[src/rtl/opcode_issue_buffer_if.sv]
// Fetch/decode handshake bundle for opcode_issue_buffer.
// The buffer uses the slave modport. The fetch and decode stages drive it through the master modport.
interface opcode_issue_buffer_if #(
    parameter int DEPTH = 4,
    parameter int IW    = 32,
    parameter int OPW   = 7
);
    logic                       in_valid;
    logic                       in_ready;
    logic [IW-1:0]              in_instr;
    logic                       flush;
    logic                       dec_valid;
    logic                       dec_ready;
    logic [OPW-1:0]             dec_op;
    logic [IW-1:0]              dec_instr;
    logic [$clog2(DEPTH):0]     count;

    modport master (
        output in_valid, in_instr, flush, dec_ready,
        input  in_ready, dec_valid, dec_op, dec_instr, count
    );

    modport slave (
        input  in_valid, in_instr, flush, dec_ready,
        output in_ready, dec_valid, dec_op, dec_instr, count
    );
endinterface

[src/rtl/opcode_issue_buffer.sv]
// Circular instruction FIFO that feeds the head opcode to the control decoder.
// An empty or flushing buffer presents NOP_OP on the decoder inputs.
module opcode_issue_buffer #(
    parameter int              DEPTH  = 4,
    parameter int              IW     = 32,
    parameter int              OPW    = 7,
    parameter logic [OPW-1:0]  NOP_OP = 7'h13
) (
    input  logic                 clk,
    input  logic                 rst_n,
    opcode_issue_buffer_if.slave bus
);
    localparam int              AW       = $clog2(DEPTH);
    localparam int              CW       = AW + 1;
    localparam logic [CW-1:0]   FULL_CNT = CW'(DEPTH);

    logic [IW-1:0] mem [DEPTH];
    logic [AW-1:0] wr_ptr;
    logic [AW-1:0] rd_ptr;
    logic [CW-1:0] count;
    logic          push;
    logic          pop;
    logic          dec_valid;
    logic          in_ready;
    logic [IW-1:0] head;

    // Flush suppresses both sides, so a pop during a flush cycle is ignored.
    assign in_ready  = rst_n & ~bus.flush & (count != FULL_CNT);
    assign dec_valid = (count != '0) & ~bus.flush;
    assign push      = bus.in_valid & in_ready;
    assign pop       = dec_valid & bus.dec_ready;
    assign head      = mem[rd_ptr];

    assign bus.in_ready  = in_ready;
    assign bus.dec_valid = dec_valid;
    assign bus.dec_op    = dec_valid ? head[OPW-1:0] : NOP_OP;
    assign bus.dec_instr = dec_valid ? head : '0;
    assign bus.count     = count;

    always_ff @(posedge clk) begin
        if (push) begin
            mem[wr_ptr] <= bus.in_instr;
        end
    end

    always_ff @(posedge clk or negedge rst_n) begin
        if (!rst_n) begin
            wr_ptr <= '0;
            rd_ptr <= '0;
            count  <= '0;
        end else if (bus.flush) begin
            wr_ptr <= '0;
            rd_ptr <= '0;
            count  <= '0;
        end else begin
            if (push) begin
                wr_ptr <= wr_ptr + AW'(1);
            end
            if (pop) begin
                rd_ptr <= rd_ptr + AW'(1);
            end
            case ({push, pop})
                2'b10:   count <= count + CW'(1);
                2'b01:   count <= count - CW'(1);
                default: count <= count;
            endcase
        end
    end
endmodule

[src/flat_wrapper.sv]
// flat-port wrapper written by rule: the top's interface ports become plain ports
module opcode_issue_buffer_flat 
#(
    parameter int              DEPTH  = 4,
    parameter int              IW     = 32,
    parameter int              OPW    = 7,
    parameter logic [OPW-1:0]  NOP_OP = 7'h13
)
  (clk, rst_n, bus_in_valid, bus_in_instr, bus_flush, bus_dec_ready, bus_in_ready, bus_dec_valid, bus_dec_op, bus_dec_instr, bus_count);
  opcode_issue_buffer_if #(.DEPTH(DEPTH), .IW(IW), .OPW(OPW)) bus_i ();
  input  logic clk;
  input  logic rst_n;
  input wire logic [$bits(bus_i.in_valid)-1:0] bus_in_valid;
  input wire logic [$bits(bus_i.in_instr)-1:0] bus_in_instr;
  input wire logic [$bits(bus_i.flush)-1:0] bus_flush;
  input wire logic [$bits(bus_i.dec_ready)-1:0] bus_dec_ready;
  output wire logic [$bits(bus_i.in_ready)-1:0] bus_in_ready;
  output wire logic [$bits(bus_i.dec_valid)-1:0] bus_dec_valid;
  output wire logic [$bits(bus_i.dec_op)-1:0] bus_dec_op;
  output wire logic [$bits(bus_i.dec_instr)-1:0] bus_dec_instr;
  output wire logic [$bits(bus_i.count)-1:0] bus_count;
  assign bus_i.in_valid = bus_in_valid;
  assign bus_i.in_instr = bus_in_instr;
  assign bus_i.flush = bus_flush;
  assign bus_i.dec_ready = bus_dec_ready;
  assign bus_in_ready = bus_i.in_ready;
  assign bus_dec_valid = bus_i.dec_valid;
  assign bus_dec_op = bus_i.dec_op;
  assign bus_dec_instr = bus_i.dec_instr;
  assign bus_count = bus_i.count;
  opcode_issue_buffer #(.DEPTH(DEPTH), .IW(IW), .OPW(OPW), .NOP_OP(NOP_OP)) u_core (.clk(clk), .rst_n(rst_n), .bus(bus_i));
endmodule
[config.mk]
export PLATFORM = sky130hd
export DESIGN_NAME = opcode_issue_buffer_flat
export DESIGN_NICKNAME = d
export VERILOG_FILES = /design/src/rtl/opcode_issue_buffer_if.sv /design/src/rtl/opcode_issue_buffer.sv /design/src/flat_wrapper.sv
export SDC_FILE = /design/constraint.sdc
export NUM_CORES = 1
export LEC_CHECK = 0
export ABC_AREA = 1
export BUFFER_PORTS_ARGS = -buffer_cell sky130_fd_sc_hd__buf_2
export CORE_MARGIN = 2
export CORE_UTILIZATION = 51
export CTS_CLUSTER_DIAMETER = 30
export DETAILED_ROUTE_END_ITERATION = 8
export PLACE_DENSITY = 0.72
export SLEW_MARGIN = 10
export SYNTH_ARGS = -nofsm -noshare
export SYNTH_HDL_FRONTEND = slang
export SYNTH_SLANG_ARGS = --single-unit
export TNS_END_PERCENT = 20
[constraint.sdc]
create_clock -name clk -period 2.4 [get_ports clk]
set_input_delay 0.12 -clock clk [delete_from_list [all_inputs] [get_ports clk]]
set_output_delay 0.12 -clock clk [all_outputs]
set_load 0.02 [all_outputs]
-- After elaboration in Yosys (flattened, before gate mapping)
Memories as Yosys holds them, arrays and structs flattened.
Index checks and enable logic that the tools add are counted.
- memories: 1
- register bits: 7
- word-level logic and storage cells: 31
- bits in writable memories: 128
- output and inout port bits: 44
- memory list (memory ; words ; width ; rd ports ; clocked after memory_dff ; wr ports ; RTL line ; text):
    u_core.mem ; 4 ; 32 ; 1 ; 0 ; 1 ; opcode_issue_buffer.sv:17 ; logic [IW-1:0] mem [DEPTH];
- equal/unequal tests: 3
- bitwise logic cells: 6
- reductions and logical operators: 4
- add/sub/neg operators: 4
- multiplexer cells: 10
- operator list (kind ; number):
    $mux W32 ; 1
    $mux W2 ; 4
    $mux W7 ; 1
    $pmux W3 S2 ; 1
    $reduce_bool A3 Y1 ; 2
    $and A1 B1 Y1 ; 5
    $add A2 B1 Y2 const B ; 2
    $reduce_bool A2 Y1 ; 2
    $add A3 B1 Y3 const B ; 1
    $mux W3 ; 1
    $ne A3 B3 Y1 const B ; 1
    $sub A3 B1 Y3 const B ; 1
    $eq A2 B1 Y1 const B ; 1
    $eq A2 B2 Y1 const B ; 1
    $mux W1 ; 2
    $not A1 Y1 ; 1

-- Depth between registers and ports, before layout
Gate-level depths: netlist (run 1).
- depth after elaboration: 7
- mapped depth: 13

-- Worst setup path before layout (run 1)
No wires, ideal clock.
- path type: flip-flop to flip-flop
- from: register u_core.count[0], in the netlist u_core.bus.count[0]
- to: memory u_core.mem[0][0] (enable)
- setup time: 0.421 ns
- data required time: 1.979 ns
- stages on the path, launching flop included: 5
- buffers on the path: 0
- arrival time: 2.260 ns
- clock period less this slack: 2.681 ns
- setup slack: -0.281 ns
- path through: dfrtp_1 -> nor2_1 -> nand2_1 -> nand3_1 -> nor2_1
- word-level cells in the longest chain between the ends: 5
- ends and longest elaborated chain (element ; RTL line ; text):
    from (decl) ; opcode_issue_buffer.sv:20 ; logic [CW-1:0] count;
    from (signal assigned) ; opcode_issue_buffer.sv:63 ; 2'b10: count <= count + CW'(1);
    from (signal assigned) ; opcode_issue_buffer.sv:64 ; 2'b01: count <= count - CW'(1);
    from (signal assigned) ; opcode_issue_buffer.sv:65 ; default: count <= count;
    $ne A3 B3 Y1 ; opcode_issue_buffer.sv:28 ; assign in_ready = rst_n & ~bus.flush & (count != FULL_CNT);
    $and A1 B1 Y1 ; opcode_issue_buffer.sv:28 ;
    $and A1 B1 Y1 ; opcode_issue_buffer.sv:30 ; assign push = bus.in_valid & in_ready;
    $mux W1 ; opcode_issue_buffer.sv:41 ; if (push) begin
    $mux W1 (implied by the code) ; opcode_issue_buffer.sv:42 ; mem[wr_ptr] <= bus.in_instr;
    to (decl) ; opcode_issue_buffer.sv:17 ;
Every way passes these cells.

-- Worst setup path after layout (run 1)
- from: register u_core.rd_ptr[0]
- to: output bus_dec_instr[18]
- word-level cells in the longest chain between the ends: 2
- ends and longest elaborated chain (element ; RTL line ; text):
    from (decl) ; opcode_issue_buffer.sv:19 ; logic [AW-1:0] rd_ptr;
    from (signal assigned) ; opcode_issue_buffer.sv:60 ; rd_ptr <= rd_ptr + AW'(1);
    $mem_v2 Z4 W32 ; -- ;
    $mux W32 ; opcode_issue_buffer.sv:37 ; assign bus.dec_instr = dec_valid ? head : '0;
    to (decl) ; flat_wrapper.sv:20 ; output wire logic [$bits(bus_i.dec_instr)-1:0] bus_dec_instr;
Every way passes these cells.

==> reports/results.tsv, run 1 <==
metric	value	unit
clockBufferDepth	2	
ys_types	22	
rrSetupSlack	0.34	ns
max_cap_violations	0	
viasPerCell	5.171	
dieWidth	107.6	um
cp-end-kind	output pin	
crit_fanout	27	
muxShareOfSynthArea	0	
syn_inst	450	
routed_wl	11.25	mm
critical_path_required	2.28	ns
synthSimpleGateAreaFrac	0.1168	
grt_max_degree	39	
postRouteAntennaNets	0	
grt_pass1_wl	17.33	mm
hold_violations	0	
grtUsageTotal	0.2046	
r2r_cells	13	
drt-initial-drc-count	242	
vias	3728	
die_h	107.6	um
rr_endpoint	u_core.bus.count[2]	
crit_path_end	bus_dec_instr[18]	
place.gp.congestion	0.7493	
whs	0.04297	ns
final_cells	721	
p_per_area	1023	nW/um2
cts_tree	yes	
maxSlewViolCount	0	
busiest_layer	met2	
cts_buffers	17	
layout_commonest_cell	edfxtp_1	
fmax	442.3	MHz
dp_hpwl	6.190	mm
grt_antenna_before_repair	0	
final_area	7030	um2
layout_common_cells	128 x edfxtp_1, 122 x nor2_1, 80 x buf_2	
synth_area	5475	um2
final_util	0.6780	
port_buffers	80	
grt_setup_unrepaired	false	
leakagePower	2.732	nW
setup_ws	0.1391	ns
ir_drop	0.0006654	V
power	7.192	mW
worst-path-stages	5	
dr.pass1.iters	4	
cpPeakStageDelay	0.61	ns
cp-startpoint	u_core.rd_ptr[0]	
diodes	0	
setup_tns	0	ns
critPathSlowestCell	dfrtp_4	
tightest_slew	0.7438	ns
drive_gt1_frac	0.2274	
min_path_type	in -> reg	
rows	37	
crit_family	flip-flops	
place_area	6041	um2
place_inst	653	
htree_levels	4	
num_io_pins	81	
cp.buffers_inverters	3	
cts.clk_slew.worst_paths	0.06	ns
core-area	10370	um2
clk_latency	0.53	ns
wire_per_inst	15.61	um
met3_usage	0.05024	
drc	0	
use_met2	0.3589	
fin_skew	0.009668	ns
whs_path_depth	5	
relSlewSlack	0.5034	
period_minus_slack	2.261	ns
fin_nets	614	
avgSynthCellArea	12.17	um2
place_ws	0.3814	ns
yosys.area_share.xor_xnor	0.001600	
ys_seq_area_frac	0.7340	
period_share	0.9420	
crit_type	reg -> out	
ys_ff_latch	135	
grt_pass1_vias	3526	
grt_overflow	0	
synthAdderAreaFrac	0.01280	
die_area	11580	um2
arrival	2.14	ns
setup_violations	0	
clockRootBuffer	clkbuf_8	
syn-num-nets	492	
status	completed	
synth_compound_area_frac	0.09141	
area_growth	28.40	%
synth_top_family_by_area	simple AND/OR/NAND/NOR gates	
cp-start-kind	flop	
use_met1	0.2416	
r2r-start	u_core.bus.count[0]	
start_util	0.5280	
yosysWarnings	0	
cts_sinks	135	
worstPathCellList	inv_2 -> buf_4 -> o21ai_0 -> a21oi_1 -> buf_2	
==> layer usage <==
metal / vias up / share of wire
li1: 1812 / -
met3: 20 / 0.047
met5: - / 0
met4: 0 / 0.015
met1: 1783 / 0.42
met2: 113 / 0.52
==> registers in the layout, indices dropped and copies added, names as in the netlist <==
register / cells
u_core.rd_ptr: 2
u_core.bus.count: 3
u_core.wr_ptr: 2
u_core.mem: 128
==> cell usage after synthesis <==
cell type  count  area (um2)
a21oi_1       33       165.2
a32o_1         3       30.03
buf_1          5       18.77
buf_2          4       20.02
buf_4          7       52.55
buf_6          4       45.04
clkbuf_1       4       15.01
clkbuf_2       3       15.01
dfrtp_1        7       175.2
edfxtp_1     128        3844
fa_1           1       20.02
ha_1           4       50.05
inv_1         17       63.81
inv_2          2       7.510
nand2_1       31       116.4
nand2_2        1       6.260
nand3_1        5       25.02
nand4_1        3       18.77
nor2_1       126       473.0
o21ai_0       30       150.1
o21ai_1       31       155.2
xnor2_1        1       8.760
==> cell type report <==
cell class                      count  area [um2]
Multi-Input combinational cell    269        1249
Clock buffer                       17       414.1
Timing Repair Buffer              130       902.1
Tap cell                          136       170.2
Sequential cell                   135        4023
Fill cell                         740        3339
Inverter                           19       71.32
Clock inverter                     15       201.4
==> worst reg2reg max path, delay by kind of cell (launching register included) <==
family,cells,cell delay [ns]
xor gates and xnor gates,1,0.21
adders and majority gates,1,0.38
DFF,1,0.44
and+or+nand+nor,8,0.67
buffers and inverters,3,0.25
==> power breakdown <==
group	internal, mW	switching, mW
clock	1.69	0.963
combinational	0.577	1.20
sequential	2.65	0.106
total	4.92	2.27
==> how the worst min path moves through the flow <==
stage / start / to / slack (ns)
after detailed placement: rst_n / u_core.bus.count[1] / -0.03
after global routing: bus_dec_ready / u_core.rd_ptr[0] / 0.08
after floorplan: rst_n / u_core.bus.count[0] / -0.18
after global placement: rst_n / u_core.bus.count[0] / -0.03
after CTS: bus_dec_ready / u_core.rd_ptr[0] / 0.009
final: bus_dec_ready / u_core.rd_ptr[0] / 0.04
==> cells by family after synthesis <==
logic type | Yosys count
buf+inv | 46
fa+ha+maj | 5
compound gates | 97
xor+xnor | 1
flops | 135
simple gates | 166
==> repair_timing <==
action	in CTS	in global routing
setup buffers	0	0
endpoints found under the hold margin	139	0
gates resized for setup	1	3
hold buffers	36	0
endpoints found under the setup margin	1	12
pin swaps	0	0
Power figures use the tool's default switching activity.
==> run 2, diff against run 1 <==
--- a/config.mk
+++ b/config.mk
@@ -11,7 +11,7 @@
 export CORE_UTILIZATION = 51
 export CTS_CLUSTER_DIAMETER = 30
 export DETAILED_ROUTE_END_ITERATION = 8
-export PLACE_DENSITY = 0.72
+export PLACE_DENSITY = 0.83
 export SLEW_MARGIN = 10
 export SYNTH_ARGS = -nofsm -noshare
 export SYNTH_HDL_FRONTEND = slang
==> reports/results.tsv, run 2 (synthesis results as in run 1) <==
metric	value	unit	change
layout_common_cells	128 x edfxtp_1, 122 x nor2_1, 80 x buf_2		
clockRootBuffer	clkbuf_8		
die_h	107.6	um	unchanged
critical_path_required	2.28	ns	about the same
final_cells	721		unchanged
cp-start-kind	flop		
tightest_slew	0.5199	ns	-0.2240 ns
min_path_type	in -> reg		
cpPeakStageDelay	0.41	ns	-0.20 ns
reg_top3	u_core.mem x128, u_core.bus.count x3		
dp_hpwl	6.531	mm	+5.5%
cp-end-kind	output pin		
max_cap_violations	0		unchanged
place.gp.congestion	0.7722		+3.1%
core-area	10370	um2	unchanged
p_int	4.799	mW	-2.5%
viasPerCell	5.313		+2.8%
diodes	0		unchanged
combPwrFrac	0.264		+0.016
hold_violations	0		unchanged
vias	3831		+2.8%
switching_power	2.237	mW	-1.5%
dr.pass1.iters	5		+1
met3_usage	0.05993		+0.009685
place_inst	653		unchanged
crit_fanout	43		+59%
fmax	459.0	MHz	+3.8%
rows	37		unchanged
cts.clk_slew.worst_paths	0.06	ns	about the same
crit_type	reg -> out		
die_area	11580	um2	unchanged
clkPwrFrac	0.353		-0.016
port_buffers	80		unchanged
start_util	0.5280		unchanged
grt_pass1_vias	3836		+8.8%
leakagePower	2.715	nW	-0.62%
maxSlewViolCount	0		unchanged
p_per_area	1008	nW/um2	-1.4%
critPathSlowestCell	dfrtp_2		
routed_wl	11.66	mm	+3.6%
period_share	0.9077		-0.03433
switching_share	0.3180		+0.002039
postRouteAntennaNets	0		unchanged
worstPathCellList	inv_2 -> buf_12 -> o21ai_0 -> a21oi_1 -> buf_2		
use_met1	0.2491		+0.007483
cts_buffers	17		unchanged
dieWidth	107.6	um	unchanged
use_met2	0.3720		+0.01303
fin_nets	615		+0.16%
period_minus_slack	2.178	ns	-0.08239 ns
cts_tree	yes		
grtUsageTotal	0.2153		+0.01066
layout_commonest_cell	edfxtp_1		
power	7.036	mW	-2.2%
status	completed		
drc	0		unchanged
seq_power_share	0.384		about the same
drive_gt1_frac	0.2239		-0.003419
arrival	2.06	ns	-0.08 ns
grt_pass1_wl	18.47	mm	+6.6%
busiest_layer	met2		
num_io_pins	81		unchanged
setup_violations	0		unchanged
relSlewSlack	0.6529		+0.1495
fin_skew	0.004068	ns	-0.005600 ns
clk_latency	0.52	ns	about the same
grt_max_degree	67		+72%
grt_setup_unrepaired	false		
ir_drop	0.0006168	V	-7.3%
max_flop_register	u_core.mem		
grt_antenna_before_repair	0		unchanged
largest_reg_flops	128		unchanged
grt_overflow	0		unchanged
cts_sinks	135		unchanged
wire_per_inst	16.17	um	+3.6%
drt-initial-drc-count	377		+56%
area_growth	27.42	%	
htree_levels	4		unchanged
clockBufferDepth	2		unchanged
run 2: what timing repair did:
action | in CTS | in global routing
gates resized for setup | 0 | 1
setup endpoints to repair | 0 | 26
setup buffers | 0 | 0
hold endpoints to repair | 139 | 0
hold buffers | 37 | 0
run 2: final timing paths:
check	start	end	slack, ns	cells past startpoint
max in group asynchronous	rst_n	u_core.rd_ptr[0]	1.51	3
worst max-delay path	u_core.rd_ptr[0]	bus_dec_instr[11]	0.22	5
worst min-delay path	bus_dec_ready	u_core.rd_ptr[1]	0.12	5
worst max register to register	u_core.bus.count[0]	u_core.bus.count[2]	0.30	13
worst min register to register	u_core.bus.count[1]	u_core.bus.count[1]	0.63	2
min in group asynchronous	rst_n	u_core.bus.count[0]	0.61	3
run 2: area by class of cell:
type,count,area (um2)
fill,712,3393
timing repair buffer,131,892.1
clock inverter,13,156.4
multi-input combinational,269,1249
clock buffer,18,417.9
inverter,19,71.32
tap,136,170.2
sequential,135,4020
run 2: metal layers:
metal | vias to the layer above | part of all wire
met5 | - | 0
met4 | 0 | 0.022
met3 | 21 | 0.066
met2 | 168 | 0.53
met1 | 1831 | 0.38
li1 | 1811 | -
run 2: power groups by stage:
stage                     logic (mW)  registers [mW]  clock network [mW]
after floorplan                 1.28            2.76                   0
after global placement          1.72            2.73                   0
after detailed placement        1.78            2.74                   0
after CTS                       1.84            2.70                2.52
after global routing            2.05            2.70                2.62
final                           1.86            2.70                2.48
run 2: metrics by stage:
stage / cell area (um2) / utilization / TNS (ns) / hold slack [ns] / worst slack (ns)
finish: 6977 / 0.6728 / 0 / 0.1247 / 0.2215
global route: 6977 / 0.6728 / 0 / 0.1324 / 0.04148
CTS: 6973 / 0.6724 / 0 / 0.08042 / 0.07012
detailed placement: 6028 / 0.5813 / 0 / -0.02697 / 0.3883
global placement: 6028 / 0.5813 / 0 / -0.03618 / 0.5034
floorplan: 5475 / - / -35.96 / -0.1756 / -0.2810
run 2: worst max-delay path: cells and delay by family (launching register included):
family / cells / cell delay (ns)
flip-flops: 1 / 0.41
buffers and inverters: 3 / 0.79
AO/OA/AOI/OAI: 2 / 0.33
==> run 3, diff against run 2 <==
--- a/config.mk
+++ b/config.mk
@@ -5,7 +5,6 @@
 export SDC_FILE = /design/constraint.sdc
 export NUM_CORES = 1
 export LEC_CHECK = 0
-export ABC_AREA = 1
 export BUFFER_PORTS_ARGS = -buffer_cell sky130_fd_sc_hd__buf_2
 export CORE_MARGIN = 2
 export CORE_UTILIZATION = 51
==> reports/results.tsv, run 3 <==
metric	value	unit	change
crit_fanout	6		-86%
fin_nets	436		-29%
htree_levels	4		unchanged
cts.clk_slew.worst_paths	0.06	ns	about the same
r2r-start	u_core.bus.count[1]		
cts_sinks	135		unchanged
clockRootBuffer	clkbuf_8		
fillers	658		-7.6%
cp-startpoint	u_core.bus.count[1]		
layout_common_cells	128 x edfxtp_1, 80 x buf_2, 37 x dlygate4sd3_1		
ir_drop	0.0007958	V	+29%
largest_reg_flops	128		unchanged
die_area	11500	um2	-0.73%
min_path_type	in -> reg		
grt_antenna_before_repair	0		unchanged
tightest_slew	0.5395	ns	+0.01960 ns
area_growth	29.98	%	
postRouteAntennaNets	0		unchanged
num_io_pins	81		unchanged
core-area	10320	um2	-0.45%
hold_violations	0		unchanged
yosys.area.top_type	edfxtp_1		
grt_overflow	0		unchanged
start_util	0.5264		-0.001632
whs	0.3624	ns	+0.2377 ns
yosysWarnings	0		unchanged
ys_top_cells_by_count	128 x edfxtp_1, 36 x and2_1, 32 x mux4_2, 7 x dfrtp_1, 7 x nor2_1		
arrival	2.67	ns	+0.61 ns
avgSynthCellArea	20.66	um2	+70%
ys_types	36		+64%
fmax	447.0	MHz	-2.6%
grt_max_degree	34		-49%
vias	2817		-26%
ys_async_sr_fraction	0.05185		unchanged
syn_inst	263		-42%
setup_ws	0.1626	ns	-0.05891 ns
reg_top3	u_core.mem x128, u_core.bus.count x3		
cpPeakStageDelay	0.46	ns	+0.05 ns
synth_edf_count	128		unchanged
wire_per_inst	18.65	um	+15%
fin_skew	0.007943	ns	+0.003875 ns
ys_ff_latch	135		unchanged
period_minus_slack	2.237	ns	+0.05891 ns
cp-end-kind	flop		
port_buffers	80		unchanged
synth_area	5434	um2	-0.75%
die_h	107.2	um	-0.37%
setup_violations	0		unchanged
syn-num-nets	305		-38%
drive_gt1_frac	0.4128		+0.1888
max_flop_register	u_core.mem		
worstPathCellList	or3_4 -> nand2_4 -> nor2_1 -> fa_1 -> nand2b_1 -> or4_1 -> a31oi_1		
critical_path_required	2.83	ns	+0.55 ns
crit_type	reg -> reg		
dominantRegCellSynth	edfxtp_1		
p_per_area	998.3	nW/um2	-1.0%
place_ws	0.1771	ns	-0.2113 ns
status	completed		
cts_tree	yes		
dp_hpwl	5.652	mm	-13%
maxSlewViolCount	0		unchanged
grt_setup_unrepaired	false		
place.gp.congestion	0.7102		-8.0%
dr.pass1.iters	4		-1
clk_latency	0.51	ns	about the same
yosysMostFrequentCell	edfxtp_1		
max_cap_violations	0		unchanged
min_from	bus_in_instr[2]		
synth_area_leaders	edfxtp_1 71%, mux4_2 13%, and2_1 4.1%, dfrtp_1 3.2%, ha_1 0.92%		
relSlewSlack	0.6384		-0.01452
viasPerCell	5.188		-2.4%
period_share	0.9322		+0.02454
cp-start-kind	flop		
grtUsageTotal	0.1854		-0.02987
routed_wl	10.13	mm	-13%
dieWidth	107.2	um	-0.37%
synth_top_area_share	0.7073		+0.005334
drc	0		unchanged
grt_pass1_vias	2944		-23%
cts_buffers	17		unchanged
clockBufferDepth	2		unchanged
rows	37		unchanged
diodes	0		unchanged
drt-initial-drc-count	200		-47%
critPathSlowestCell	dfrtp_1		
ys_seq_area_frac	0.7396		+0.005577
leakagePower	2.560	nW	-5.7%
setup_tns	0	ns	unchanged
layout_commonest_cell	edfxtp_1		
grt_pass1_wl	15.28	mm	-17%
## run 3: changes by cell type in the layout (fill, tap and decap cells not counted), moves of 4 or more
cell	previous run	this run
buf_4	12	4
and2_1	0	32
and2_2	0	4
o21ai_1	31	0
nand2_1	31	0
a21oi_1	33	1
o21ai_0	30	1
inv_1	17	2
nor2_1	122	6
nand3_1	5	1
buf_12	1	6
mux4_2	0	32
## run 3: worst paths after layout
check | endpoint | slack [ns] | cells after the start
hold reg to reg | u_core.wr_ptr[0] | 0.63 | 2
hold / removal | u_core.mem[2][2] | 0.36 | 2
setup reg to reg | u_core.bus.count[2] | 0.16 | 7
setup / recovery | u_core.bus.count[2] | 0.16 | 7
min in group asynchronous | u_core.bus.count[2] | 0.69 | 3
max in group asynchronous | u_core.rd_ptr[0] | 1.42 | 3
## run 3: critical path, delay by kind of cell (launching register included)
kind                     cells  cell delay (ns)
flip-flops                   1             0.46
AO/OA/AOI/OAI                1             0.13
AND/OR/NAND/NOR              5             1.15
adder cells (fa/ha/maj)      1             0.41
## run 3: timing repair
item | 4_1_cts | 5_1_grt
setup endpoints to repair | 40 | 24
hold endpoints to repair | 139 | 0
pin swaps | 0 | 2
hold buffers | 37 | 0
buffers inserted | 0 | 2
resized for setup | 2 | 2
gates cloned | 0 | 1
## run 3: metal layers
metal / up-vias / part of all wire / track usage / wire [um]
li1: 1313 / - / - / -
met4: 0 / 0.0089 / 0.06030 / 90
met1: 1410 / 0.44 / 0.2395 / 4437
met2: 84 / 0.51 / 0.3020 / 5151
met3: 10 / 0.044 / 0.05836 / 447
met5: - / 0 / 0 / 0
## run 3: layout make-up
| cell class | count | area [um2] | area share |
|---|---|---|---|
| sequential | 135 | 4024 | 0.5697 |
| multi-input combinational | 111 | 1326 | 0.1878 |
| timing repair buffer | 127 | 920.9 | 0.1304 |
| clock buffer | 18 | 417.9 | 0.05917 |
| clock inverter | 14 | 196.4 | 0.02781 |
| tap | 136 | 170.2 | 0.02409 |
| inverter | 2 | 7.507 | 0.001063 |
## run 3: stage by stage
step                      utilization  instance area, um2  cells  total power [mW]
final                          0.6842                7063    543             7.051
after CTS                      0.6811                7032    540             7.044
after floorplan                     -                5434    263             3.903
after global placement         0.5850                6040    471             4.299
after detailed placement       0.5850                6040    471             4.321
after global routing           0.6842                7063    543             7.343
## run 3: where the power goes
| group | total (mW) | internal, mW | switching, mW |
|---|---|---|---|
| clock network | 2.65 | 1.69 | 0.956 |
| logic | 1.65 | 0.753 | 0.898 |
| registers | 2.75 | 2.65 | 0.0960 |
## run 3: cell families after synthesis
kind of cell    Yosys count  synth area share
simple gates             61           0.07230
compound gates            6          0.008981
flops                   135            0.7396
mux                      35            0.1384
xor+xnor                  3          0.006218
buf+inv                  18           0.02164
fa+ha+maj                 5           0.01289
